===== src/rtl/id_ex_stage_reg_if.sv =====
// ID -> EX stage bundle: decoder control, register data and fields in;
// registered EX-side copies, stall request and bubble counter out.
interface id_ex_stage_reg_if #(
  parameter int DATA_W = 32,
  parameter int CNT_W  = 16
);
  // ID side
  logic              Branch_i;
  logic [1:0]        MemToReg_i;
  logic [1:0]        BranchType_i;
  logic              Jump_i;
  logic              MemRead_i;
  logic              MemWrite_i;
  logic [2:0]        ALUOp_i;
  logic              ALUSrc_i;
  logic              RegWrite_i;
  logic              RegDst_i;
  logic [DATA_W-1:0] pc_plus4_i;
  logic [DATA_W-1:0] rs_data_i;
  logic [DATA_W-1:0] rt_data_i;
  logic [DATA_W-1:0] imm_i;
  logic [4:0]        rs_i;
  logic [4:0]        rt_i;
  logic [4:0]        rd_i;
  logic              flush_i;
  logic              hold_i;

  // EX side
  logic              stall_o;
  logic              valid_o;
  logic              Branch_o;
  logic [1:0]        MemToReg_o;
  logic [1:0]        BranchType_o;
  logic              Jump_o;
  logic              MemRead_o;
  logic              MemWrite_o;
  logic [2:0]        ALUOp_o;
  logic              ALUSrc_o;
  logic              RegWrite_o;
  logic              RegDst_o;
  logic [DATA_W-1:0] pc_plus4_o;
  logic [DATA_W-1:0] rs_data_o;
  logic [DATA_W-1:0] rt_data_o;
  logic [DATA_W-1:0] imm_o;
  logic [4:0]        rs_o;
  logic [4:0]        rt_o;
  logic [4:0]        rd_o;
  logic [CNT_W-1:0]  bubble_cnt_o;

  modport master (
    output Branch_i, MemToReg_i, BranchType_i, Jump_i, MemRead_i, MemWrite_i,
           ALUOp_i, ALUSrc_i, RegWrite_i, RegDst_i,
           pc_plus4_i, rs_data_i, rt_data_i, imm_i, rs_i, rt_i, rd_i,
           flush_i, hold_i,
    input  stall_o, valid_o,
           Branch_o, MemToReg_o, BranchType_o, Jump_o, MemRead_o, MemWrite_o,
           ALUOp_o, ALUSrc_o, RegWrite_o, RegDst_o,
           pc_plus4_o, rs_data_o, rt_data_o, imm_o, rs_o, rt_o, rd_o,
           bubble_cnt_o
  );

  modport slave (
    input  Branch_i, MemToReg_i, BranchType_i, Jump_i, MemRead_i, MemWrite_i,
           ALUOp_i, ALUSrc_i, RegWrite_i, RegDst_i,
           pc_plus4_i, rs_data_i, rt_data_i, imm_i, rs_i, rt_i, rd_i,
           flush_i, hold_i,
    output stall_o, valid_o,
           Branch_o, MemToReg_o, BranchType_o, Jump_o, MemRead_o, MemWrite_o,
           ALUOp_o, ALUSrc_o, RegWrite_o, RegDst_o,
           pc_plus4_o, rs_data_o, rt_data_o, imm_o, rs_o, rt_o, rd_o,
           bubble_cnt_o
  );
endinterface


===== src/rtl/id_ex_stage_reg.sv =====
// ID/EX pipeline register with load-use hazard detection, flush/hold
// handling and a saturating count of load-use bubbles.
module id_ex_stage_reg #(
  parameter int DATA_W = 32,
  parameter int CNT_W  = 16
) (
  input  logic          clk_i,
  input  logic          rst_i,
  id_ex_stage_reg_if.slave stage
);

  typedef struct packed {
    logic       branch;
    logic [1:0] memToReg;
    logic [1:0] branchType;
    logic       jump;
    logic       memRead;
    logic       memWrite;
    logic [2:0] aluOp;
    logic       aluSrc;
    logic       regWrite;
    logic       regDst;
  } ctrl_t;

  // Jump is active-low from the decoder, so a bubble carries jump=1.
  localparam ctrl_t CTRL_BUBBLE = '{jump: 1'b1, default: '0};

  ctrl_t             ctrlIn;
  ctrl_t             ctrlReg;
  logic              validReg;
  logic [DATA_W-1:0] pcPlus4Reg;
  logic [DATA_W-1:0] rsDataReg;
  logic [DATA_W-1:0] rtDataReg;
  logic [DATA_W-1:0] immReg;
  logic [4:0]        rsReg;
  logic [4:0]        rtReg;
  logic [4:0]        rdReg;
  logic [CNT_W-1:0]  bubbleCntReg;

  logic hazard;
  logic advance;
  logic insertBubble;
  logic countBubble;

  assign ctrlIn = '{
    branch:     stage.Branch_i,
    memToReg:   stage.MemToReg_i,
    branchType: stage.BranchType_i,
    jump:       stage.Jump_i,
    memRead:    stage.MemRead_i,
    memWrite:   stage.MemWrite_i,
    aluOp:      stage.ALUOp_i,
    aluSrc:     stage.ALUSrc_i,
    regWrite:   stage.RegWrite_i,
    regDst:     stage.RegDst_i
  };

  // A load in EX whose destination feeds either ID source; $zero never hazards.
  assign hazard = ctrlReg.memRead & validReg & (rtReg != 5'd0)
                & ((rtReg == stage.rs_i) | (rtReg == stage.rt_i));

  assign stage.stall_o = hazard & ~stage.flush_i & ~stage.hold_i;

  // Flush overrides hold; otherwise hold freezes everything.
  assign advance      = stage.flush_i | ~stage.hold_i;
  assign insertBubble = stage.flush_i | hazard;
  assign countBubble  = stage.stall_o & (bubbleCntReg != {CNT_W{1'b1}});

  always_ff @(posedge clk_i or negedge rst_i) begin
    if (!rst_i) begin
      ctrlReg      <= '0;
      validReg     <= 1'b0;
      pcPlus4Reg   <= '0;
      rsDataReg    <= '0;
      rtDataReg    <= '0;
      immReg       <= '0;
      rsReg        <= '0;
      rtReg        <= '0;
      rdReg        <= '0;
      bubbleCntReg <= '0;
    end else begin
      if (advance) begin
        pcPlus4Reg <= stage.pc_plus4_i;
        rsDataReg  <= stage.rs_data_i;
        rtDataReg  <= stage.rt_data_i;
        immReg     <= stage.imm_i;
        rsReg      <= stage.rs_i;
        rtReg      <= stage.rt_i;
        rdReg      <= stage.rd_i;
        if (insertBubble) begin
          ctrlReg  <= CTRL_BUBBLE;
          validReg <= 1'b0;
        end else begin
          ctrlReg  <= ctrlIn;
          validReg <= 1'b1;
        end
      end
      if (countBubble) begin
        bubbleCntReg <= bubbleCntReg + 1'b1;
      end
    end
  end

  assign stage.valid_o      = validReg;
  assign stage.Branch_o     = ctrlReg.branch;
  assign stage.MemToReg_o   = ctrlReg.memToReg;
  assign stage.BranchType_o = ctrlReg.branchType;
  assign stage.Jump_o       = ctrlReg.jump;
  assign stage.MemRead_o    = ctrlReg.memRead;
  assign stage.MemWrite_o   = ctrlReg.memWrite;
  assign stage.ALUOp_o      = ctrlReg.aluOp;
  assign stage.ALUSrc_o     = ctrlReg.aluSrc;
  assign stage.RegWrite_o   = ctrlReg.regWrite;
  assign stage.RegDst_o     = ctrlReg.regDst;
  assign stage.pc_plus4_o   = pcPlus4Reg;
  assign stage.rs_data_o    = rsDataReg;
  assign stage.rt_data_o    = rtDataReg;
  assign stage.imm_o        = immReg;
  assign stage.rs_o         = rsReg;
  assign stage.rt_o         = rtReg;
  assign stage.rd_o         = rdReg;
  assign stage.bubble_cnt_o = bubbleCntReg;

endmodule


===== src/flat_wrapper.sv =====
// flat-port wrapper written by rule: the top's interface ports become plain ports
module id_ex_stage_reg_flat 
#(
  parameter int DATA_W = 32,
  parameter int CNT_W  = 16
)
  (clk_i, rst_i, stage_Branch_i, stage_MemToReg_i, stage_BranchType_i, stage_Jump_i, stage_MemRead_i, stage_MemWrite_i, stage_ALUOp_i, stage_ALUSrc_i, stage_RegWrite_i, stage_RegDst_i, stage_pc_plus4_i, stage_rs_data_i, stage_rt_data_i, stage_imm_i, stage_rs_i, stage_rt_i, stage_rd_i, stage_flush_i, stage_hold_i, stage_stall_o, stage_valid_o, stage_Branch_o, stage_MemToReg_o, stage_BranchType_o, stage_Jump_o, stage_MemRead_o, stage_MemWrite_o, stage_ALUOp_o, stage_ALUSrc_o, stage_RegWrite_o, stage_RegDst_o, stage_pc_plus4_o, stage_rs_data_o, stage_rt_data_o, stage_imm_o, stage_rs_o, stage_rt_o, stage_rd_o, stage_bubble_cnt_o);
  id_ex_stage_reg_if #(.DATA_W(DATA_W), .CNT_W(CNT_W)) stage_i ();
  input  logic clk_i;
  input  logic rst_i;
  input wire logic [$bits(stage_i.Branch_i)-1:0] stage_Branch_i;
  input wire logic [$bits(stage_i.MemToReg_i)-1:0] stage_MemToReg_i;
  input wire logic [$bits(stage_i.BranchType_i)-1:0] stage_BranchType_i;
  input wire logic [$bits(stage_i.Jump_i)-1:0] stage_Jump_i;
  input wire logic [$bits(stage_i.MemRead_i)-1:0] stage_MemRead_i;
  input wire logic [$bits(stage_i.MemWrite_i)-1:0] stage_MemWrite_i;
  input wire logic [$bits(stage_i.ALUOp_i)-1:0] stage_ALUOp_i;
  input wire logic [$bits(stage_i.ALUSrc_i)-1:0] stage_ALUSrc_i;
  input wire logic [$bits(stage_i.RegWrite_i)-1:0] stage_RegWrite_i;
  input wire logic [$bits(stage_i.RegDst_i)-1:0] stage_RegDst_i;
  input wire logic [$bits(stage_i.pc_plus4_i)-1:0] stage_pc_plus4_i;
  input wire logic [$bits(stage_i.rs_data_i)-1:0] stage_rs_data_i;
  input wire logic [$bits(stage_i.rt_data_i)-1:0] stage_rt_data_i;
  input wire logic [$bits(stage_i.imm_i)-1:0] stage_imm_i;
  input wire logic [$bits(stage_i.rs_i)-1:0] stage_rs_i;
  input wire logic [$bits(stage_i.rt_i)-1:0] stage_rt_i;
  input wire logic [$bits(stage_i.rd_i)-1:0] stage_rd_i;
  input wire logic [$bits(stage_i.flush_i)-1:0] stage_flush_i;
  input wire logic [$bits(stage_i.hold_i)-1:0] stage_hold_i;
  output wire logic [$bits(stage_i.stall_o)-1:0] stage_stall_o;
  output wire logic [$bits(stage_i.valid_o)-1:0] stage_valid_o;
  output wire logic [$bits(stage_i.Branch_o)-1:0] stage_Branch_o;
  output wire logic [$bits(stage_i.MemToReg_o)-1:0] stage_MemToReg_o;
  output wire logic [$bits(stage_i.BranchType_o)-1:0] stage_BranchType_o;
  output wire logic [$bits(stage_i.Jump_o)-1:0] stage_Jump_o;
  output wire logic [$bits(stage_i.MemRead_o)-1:0] stage_MemRead_o;
  output wire logic [$bits(stage_i.MemWrite_o)-1:0] stage_MemWrite_o;
  output wire logic [$bits(stage_i.ALUOp_o)-1:0] stage_ALUOp_o;
  output wire logic [$bits(stage_i.ALUSrc_o)-1:0] stage_ALUSrc_o;
  output wire logic [$bits(stage_i.RegWrite_o)-1:0] stage_RegWrite_o;
  output wire logic [$bits(stage_i.RegDst_o)-1:0] stage_RegDst_o;
  output wire logic [$bits(stage_i.pc_plus4_o)-1:0] stage_pc_plus4_o;
  output wire logic [$bits(stage_i.rs_data_o)-1:0] stage_rs_data_o;
  output wire logic [$bits(stage_i.rt_data_o)-1:0] stage_rt_data_o;
  output wire logic [$bits(stage_i.imm_o)-1:0] stage_imm_o;
  output wire logic [$bits(stage_i.rs_o)-1:0] stage_rs_o;
  output wire logic [$bits(stage_i.rt_o)-1:0] stage_rt_o;
  output wire logic [$bits(stage_i.rd_o)-1:0] stage_rd_o;
  output wire logic [$bits(stage_i.bubble_cnt_o)-1:0] stage_bubble_cnt_o;
  assign stage_i.Branch_i = stage_Branch_i;
  assign stage_i.MemToReg_i = stage_MemToReg_i;
  assign stage_i.BranchType_i = stage_BranchType_i;
  assign stage_i.Jump_i = stage_Jump_i;
  assign stage_i.MemRead_i = stage_MemRead_i;
  assign stage_i.MemWrite_i = stage_MemWrite_i;
  assign stage_i.ALUOp_i = stage_ALUOp_i;
  assign stage_i.ALUSrc_i = stage_ALUSrc_i;
  assign stage_i.RegWrite_i = stage_RegWrite_i;
  assign stage_i.RegDst_i = stage_RegDst_i;
  assign stage_i.pc_plus4_i = stage_pc_plus4_i;
  assign stage_i.rs_data_i = stage_rs_data_i;
  assign stage_i.rt_data_i = stage_rt_data_i;
  assign stage_i.imm_i = stage_imm_i;
  assign stage_i.rs_i = stage_rs_i;
  assign stage_i.rt_i = stage_rt_i;
  assign stage_i.rd_i = stage_rd_i;
  assign stage_i.flush_i = stage_flush_i;
  assign stage_i.hold_i = stage_hold_i;
  assign stage_stall_o = stage_i.stall_o;
  assign stage_valid_o = stage_i.valid_o;
  assign stage_Branch_o = stage_i.Branch_o;
  assign stage_MemToReg_o = stage_i.MemToReg_o;
  assign stage_BranchType_o = stage_i.BranchType_o;
  assign stage_Jump_o = stage_i.Jump_o;
  assign stage_MemRead_o = stage_i.MemRead_o;
  assign stage_MemWrite_o = stage_i.MemWrite_o;
  assign stage_ALUOp_o = stage_i.ALUOp_o;
  assign stage_ALUSrc_o = stage_i.ALUSrc_o;
  assign stage_RegWrite_o = stage_i.RegWrite_o;
  assign stage_RegDst_o = stage_i.RegDst_o;
  assign stage_pc_plus4_o = stage_i.pc_plus4_o;
  assign stage_rs_data_o = stage_i.rs_data_o;
  assign stage_rt_data_o = stage_i.rt_data_o;
  assign stage_imm_o = stage_i.imm_o;
  assign stage_rs_o = stage_i.rs_o;
  assign stage_rt_o = stage_i.rt_o;
  assign stage_rd_o = stage_i.rd_o;
  assign stage_bubble_cnt_o = stage_i.bubble_cnt_o;
  id_ex_stage_reg #(.DATA_W(DATA_W), .CNT_W(CNT_W)) u_core (.clk_i(clk_i), .rst_i(rst_i), .stage(stage_i));
endmodule

===== config.mk =====
export PLATFORM = sky130hd
export DESIGN_NAME = id_ex_stage_reg_flat
export DESIGN_NICKNAME = d
export VERILOG_FILES = /design/src/rtl/id_ex_stage_reg_if.sv /design/src/rtl/id_ex_stage_reg.sv /design/src/flat_wrapper.sv
export SDC_FILE = /design/constraint.sdc
export NUM_CORES = 1
export LEC_CHECK = 0
export ABC_AREA = 1
export ABC_CLOCK_PERIOD_IN_PS = 1430
export CAP_MARGIN = 20
export CELL_PAD_IN_SITES_DETAIL_PLACEMENT = 1
export CELL_PAD_IN_SITES_GLOBAL_PLACEMENT = 1
export CORE_ASPECT_RATIO = 1.4
export CORE_UTILIZATION = 26
export CTS_CLUSTER_DIAMETER = 40
export CTS_CLUSTER_SIZE = 24
export DETAILED_ROUTE_END_ITERATION = 8
export PLACE_DENSITY = 0.85
export SETUP_SLACK_MARGIN = 0.05
export SLEW_MARGIN = 5
export SYNTH_ARGS = -nofsm -noshare
export SYNTH_HDL_FRONTEND = slang
export SYNTH_SLANG_ARGS = --single-unit

===== constraint.sdc =====
create_clock -name clk_i -period 1.43 [get_ports clk_i]
set_input_delay 0.3575 -clock clk_i [delete_from_list [all_inputs] [get_ports clk_i]]
set_output_delay 0.3575 -clock clk_i [all_outputs]
set_load 0.03 [all_outputs]

==> reports/results.ini <==
[cts]
cts_tree = done
ctsHtreeMaxLevel = 4
clock_latency_ns = 0.42
cts.sinks = 174
cts_max_path_buffers = 2
cts_root_buf = clkbuf_16
cts.clk_slew.worst_paths_ns = 0.07
cts_buffers = 17

[sta]
worst_slew_pin_slew_ns = 0.4115
finalCritPeriodShare = 1.409
layout_setup_ws_ns = -0.5845
finalCriticalPeriod_ns = 2.014
max_freq_mhz = 496.4
whs_ns = 0.4020
finClkSkew_ns = 0.008191
finalSetupViolations = 45
drv_slew = 0
hold_viol_final = 0
rsz0062_at_grt = true
slew_headroom = 0.7242

[routing]
viasPerCell = 4.445
routed_wl_mm = 29.02
final_antenna_net_count = 0
drc_errors = 0
firstDrtPassIters = 4
routedWlPerCell_um = 17.33
vias = 7446
first_iter_violations = 163

[power_and_ir_drop]
power.leakage_uw = 0.006646
p_comb_frac = 0.234
swShare = 0.2997
p_int_uw = 9460
seqPwrFrac = 0.412
vdd.ir_drop.worst_mv = 0.7763
clockPowerShare = 0.354
p_switching_uw = 4048
pwr_density_cell_nw_per_um2 = 1047

[synth]
ys_seq_area_frac = 0.6141
yosys_most_used_dff = dfrtp_1
synth-seq-cells = 174
synthTopCellsByCount = 524 x nand2_1, 174 x dfrtp_1, 26 x inv_1
syn_nets = 1011
synth.top_cell.area_share = 0.6141
synth_cells = 849
netlist_area_um2 = 7091
yosysMostFrequentCell = nand2_1
synth_cell_types = 22
yosysWarnings = 0
syn_avg_cell_area_um2 = 8.352
yosysTopAreaCell = dfrtp_1
synth_area_leaders = dfrtp_1 61%, nand2_1 28%, nand3_1 1.7%, inv_1 1.4%, clkbuf_1 1.2%
synthArstFlopShare = 1.000
synth_edf_count = 0

[setup_path]
startpoint_type = input port
cp_cell_sequence = clkdlybuf4s50_1, inv_1, nand2_1, nand2_1, nor2_2, nand3_2, nand2_2, nand3_4, inv_4, buf_6
cp_max_fo = 2
worstSetupPathType = in -> out
required_ns = 1.07
path_common_cell = nand2_1
max_stage_delay_ns = 0.49
crit_path_top_delay_cell = clkdlybuf4s50_1
cp-end-kind = primary output
arrival_ns = 1.66

[place]
place_congestion = 0.8000
place_hpwl_mm = 20.30
dp.cells = 1575
port_buffers = 335
dpl_cell_area_um2 = 11720

[global_routing]
antenna_found_initial = 0
grt_pass1_vias = 8202
grt_max_degree = 46
grt_pass1_wl_mm = 43.56
overflow = 0
grt_use_total = 0.2030

[cells_and_area]
n_antenna_cell = 0
stdcell_area_um2 = 12900
num-nets-final = 1460
n_fill_cell = 3098
area_growth_pct = 81.88
final_cells = 1675
drive_gt1_frac = 0.3069

[floorplanning]
die_h_um = 197.4
io_pins = 336
die_x_um = 141.6
rows = 71
die-area_um2 = 27950
core_area_um2 = 26830
start_util = 0.2643

[status]
violations = negative setup slack
run_status = finished, violations left

[run]
cap_viol_max_count = 0

[worst_hold_path]
hold_class = in -> reg

==> placed cells by master, fill, tap and decap left out, types with 7 or more instances in the layout <==
| cell type | synthesis | final |
|---|---|---|
| nand2_1 | 524 | 500 |
| dfrtp_1 | 174 | 160 |
| clkdlybuf4s50_1 | 0 | 158 |
| buf_4 | 0 | 139 |
| buf_6 | 1 | 74 |
| buf_12 | 0 | 50 |
| buf_2 | 8 | 42 |
| inv_1 | 26 | 23 |
| nand3_1 | 24 | 20 |
| nand2_2 | 1 | 19 |
| clkbuf_16 | 0 | 18 |
| dfrtp_2 | 0 | 14 |
| o21ai_0 | 10 | 10 |
| xor2_1 | 9 | 9 |
| nor2_1 | 13 | 7 |
| nor3_1 | 7 | 7 |
==> per-stage QoR <==
| step | TNS (ns) | power [uW] | utilization | setup slack, ns |
|---|---|---|---|---|
| after floorplan | -0.7065 | 6798 | - | -0.06670 |
| after global placement | -52.40 | 8600 | 0.4368 | -0.7035 |
| after detailed placement | -56.89 | 8699 | 0.4368 | -0.7133 |
| after CTS | -9.314 | 13380 | 0.4560 | -0.6432 |
| after global routing | -15.95 | 14060 | 0.4807 | -0.6786 |
| final | -12.21 | 13510 | 0.4807 | -0.5845 |
==> power groups by stage <==
stage,Sequential [uW],Combinational [uW],Clock (uW)
3_3_place_gp,5610,2990,0
4_1_cts,5550,2930,4900
3_5_place_dp,5650,3050,0
5_1_grt,5610,3370,5080
2_1_floorplan,6310,484,0
6_report,5570,3160,4780
==> registers in the layout, summed over array words and instances, names as in the netlist, 2 cells and up <==
name / flops
u_core.stage.MemToReg_o: 2
u_core.stage.rt_o: 5
u_core.stage.rs_data_o: 32
u_core.stage.BranchType_o: 2
u_core.stage.rs_o: 5
u_core.stage.ALUOp_o: 3
u_core.stage.bubble_cnt_o: 16
u_core.stage.imm_o: 32
u_core.stage.rt_data_o: 32
u_core.stage.pc_plus4_o: 32
u_core.stage.rd_o: 5
==> area by class of cell <==
cell class                      count  area (um2)  area share
Timing Repair Buffer              467        4732      0.3669
Sequential cell                   174        4372      0.3390
Multi-Input combinational cell    605        2616      0.2029
Tap cell                          365       456.7     0.03541
Clock buffer                       19       452.9     0.03512
Clock inverter                     12       135.1     0.01048
Inverter                           33       131.4     0.01019
==> worst paths after layout <==
check                                       startpoint                      endpoint  slack [ns]  depth (start not counted)
worst min-delay path                     stage_rs_i[3]          u_core.stage.rs_o[3]        0.40                          3
worst min register to register  u_core.stage.imm_o[31]        u_core.stage.imm_o[31]        0.47                          2
worst max-delay path                     stage_rs_i[2]                 stage_stall_o       -0.58                         10
min in group asynchronous                        rst_i    u_core.stage.rt_data_o[31]        0.41                          2
max in group asynchronous                        rst_i  u_core.stage.bubble_cnt_o[8]        0.45                          3
worst max register to register    u_core.stage.rt_o[3]  u_core.stage.bubble_cnt_o[6]       -0.43                         12
==> cells by family after synthesis <==
kind of cell | share of synthesized area
buffers and inverters | 0.03953
flip-flops | 0.6141
adder cells (fa/ha/maj) | 0.001764
XOR/XNOR | 0.01853
AND/OR/NAND/NOR | 0.3190
AO/OA/AOI/OAI | 0.007059
==> critical path, delay by kind of cell <==
family | cells | cell delay [ns]
buffers and inverters | 4 | 0.75
AND/OR/NAND/NOR | 6 | 0.54
==> layer usage <==
layer	part of all wire	GRT usage
met4	0.025	0.07567
met3	0.065	0.06230
met5	0	0
met1	0.35	0.1985
met2	0.56	0.3930
==> repair_timing <==
| action | 4_1_cts | 5_1_grt |
|---|---|---|
| setup buffers | 28 | 44 |
| cloned | 1 | 1 |
| pin swaps | 7 | 14 |
| endpoints found under the hold margin | 20 | 0 |
| hold buffers | 1 | 0 |
| setup endpoints to repair | 168 | 171 |
| resized for setup | 601 | 166 |
Note: power is estimated with default switching activity, not from simulation.
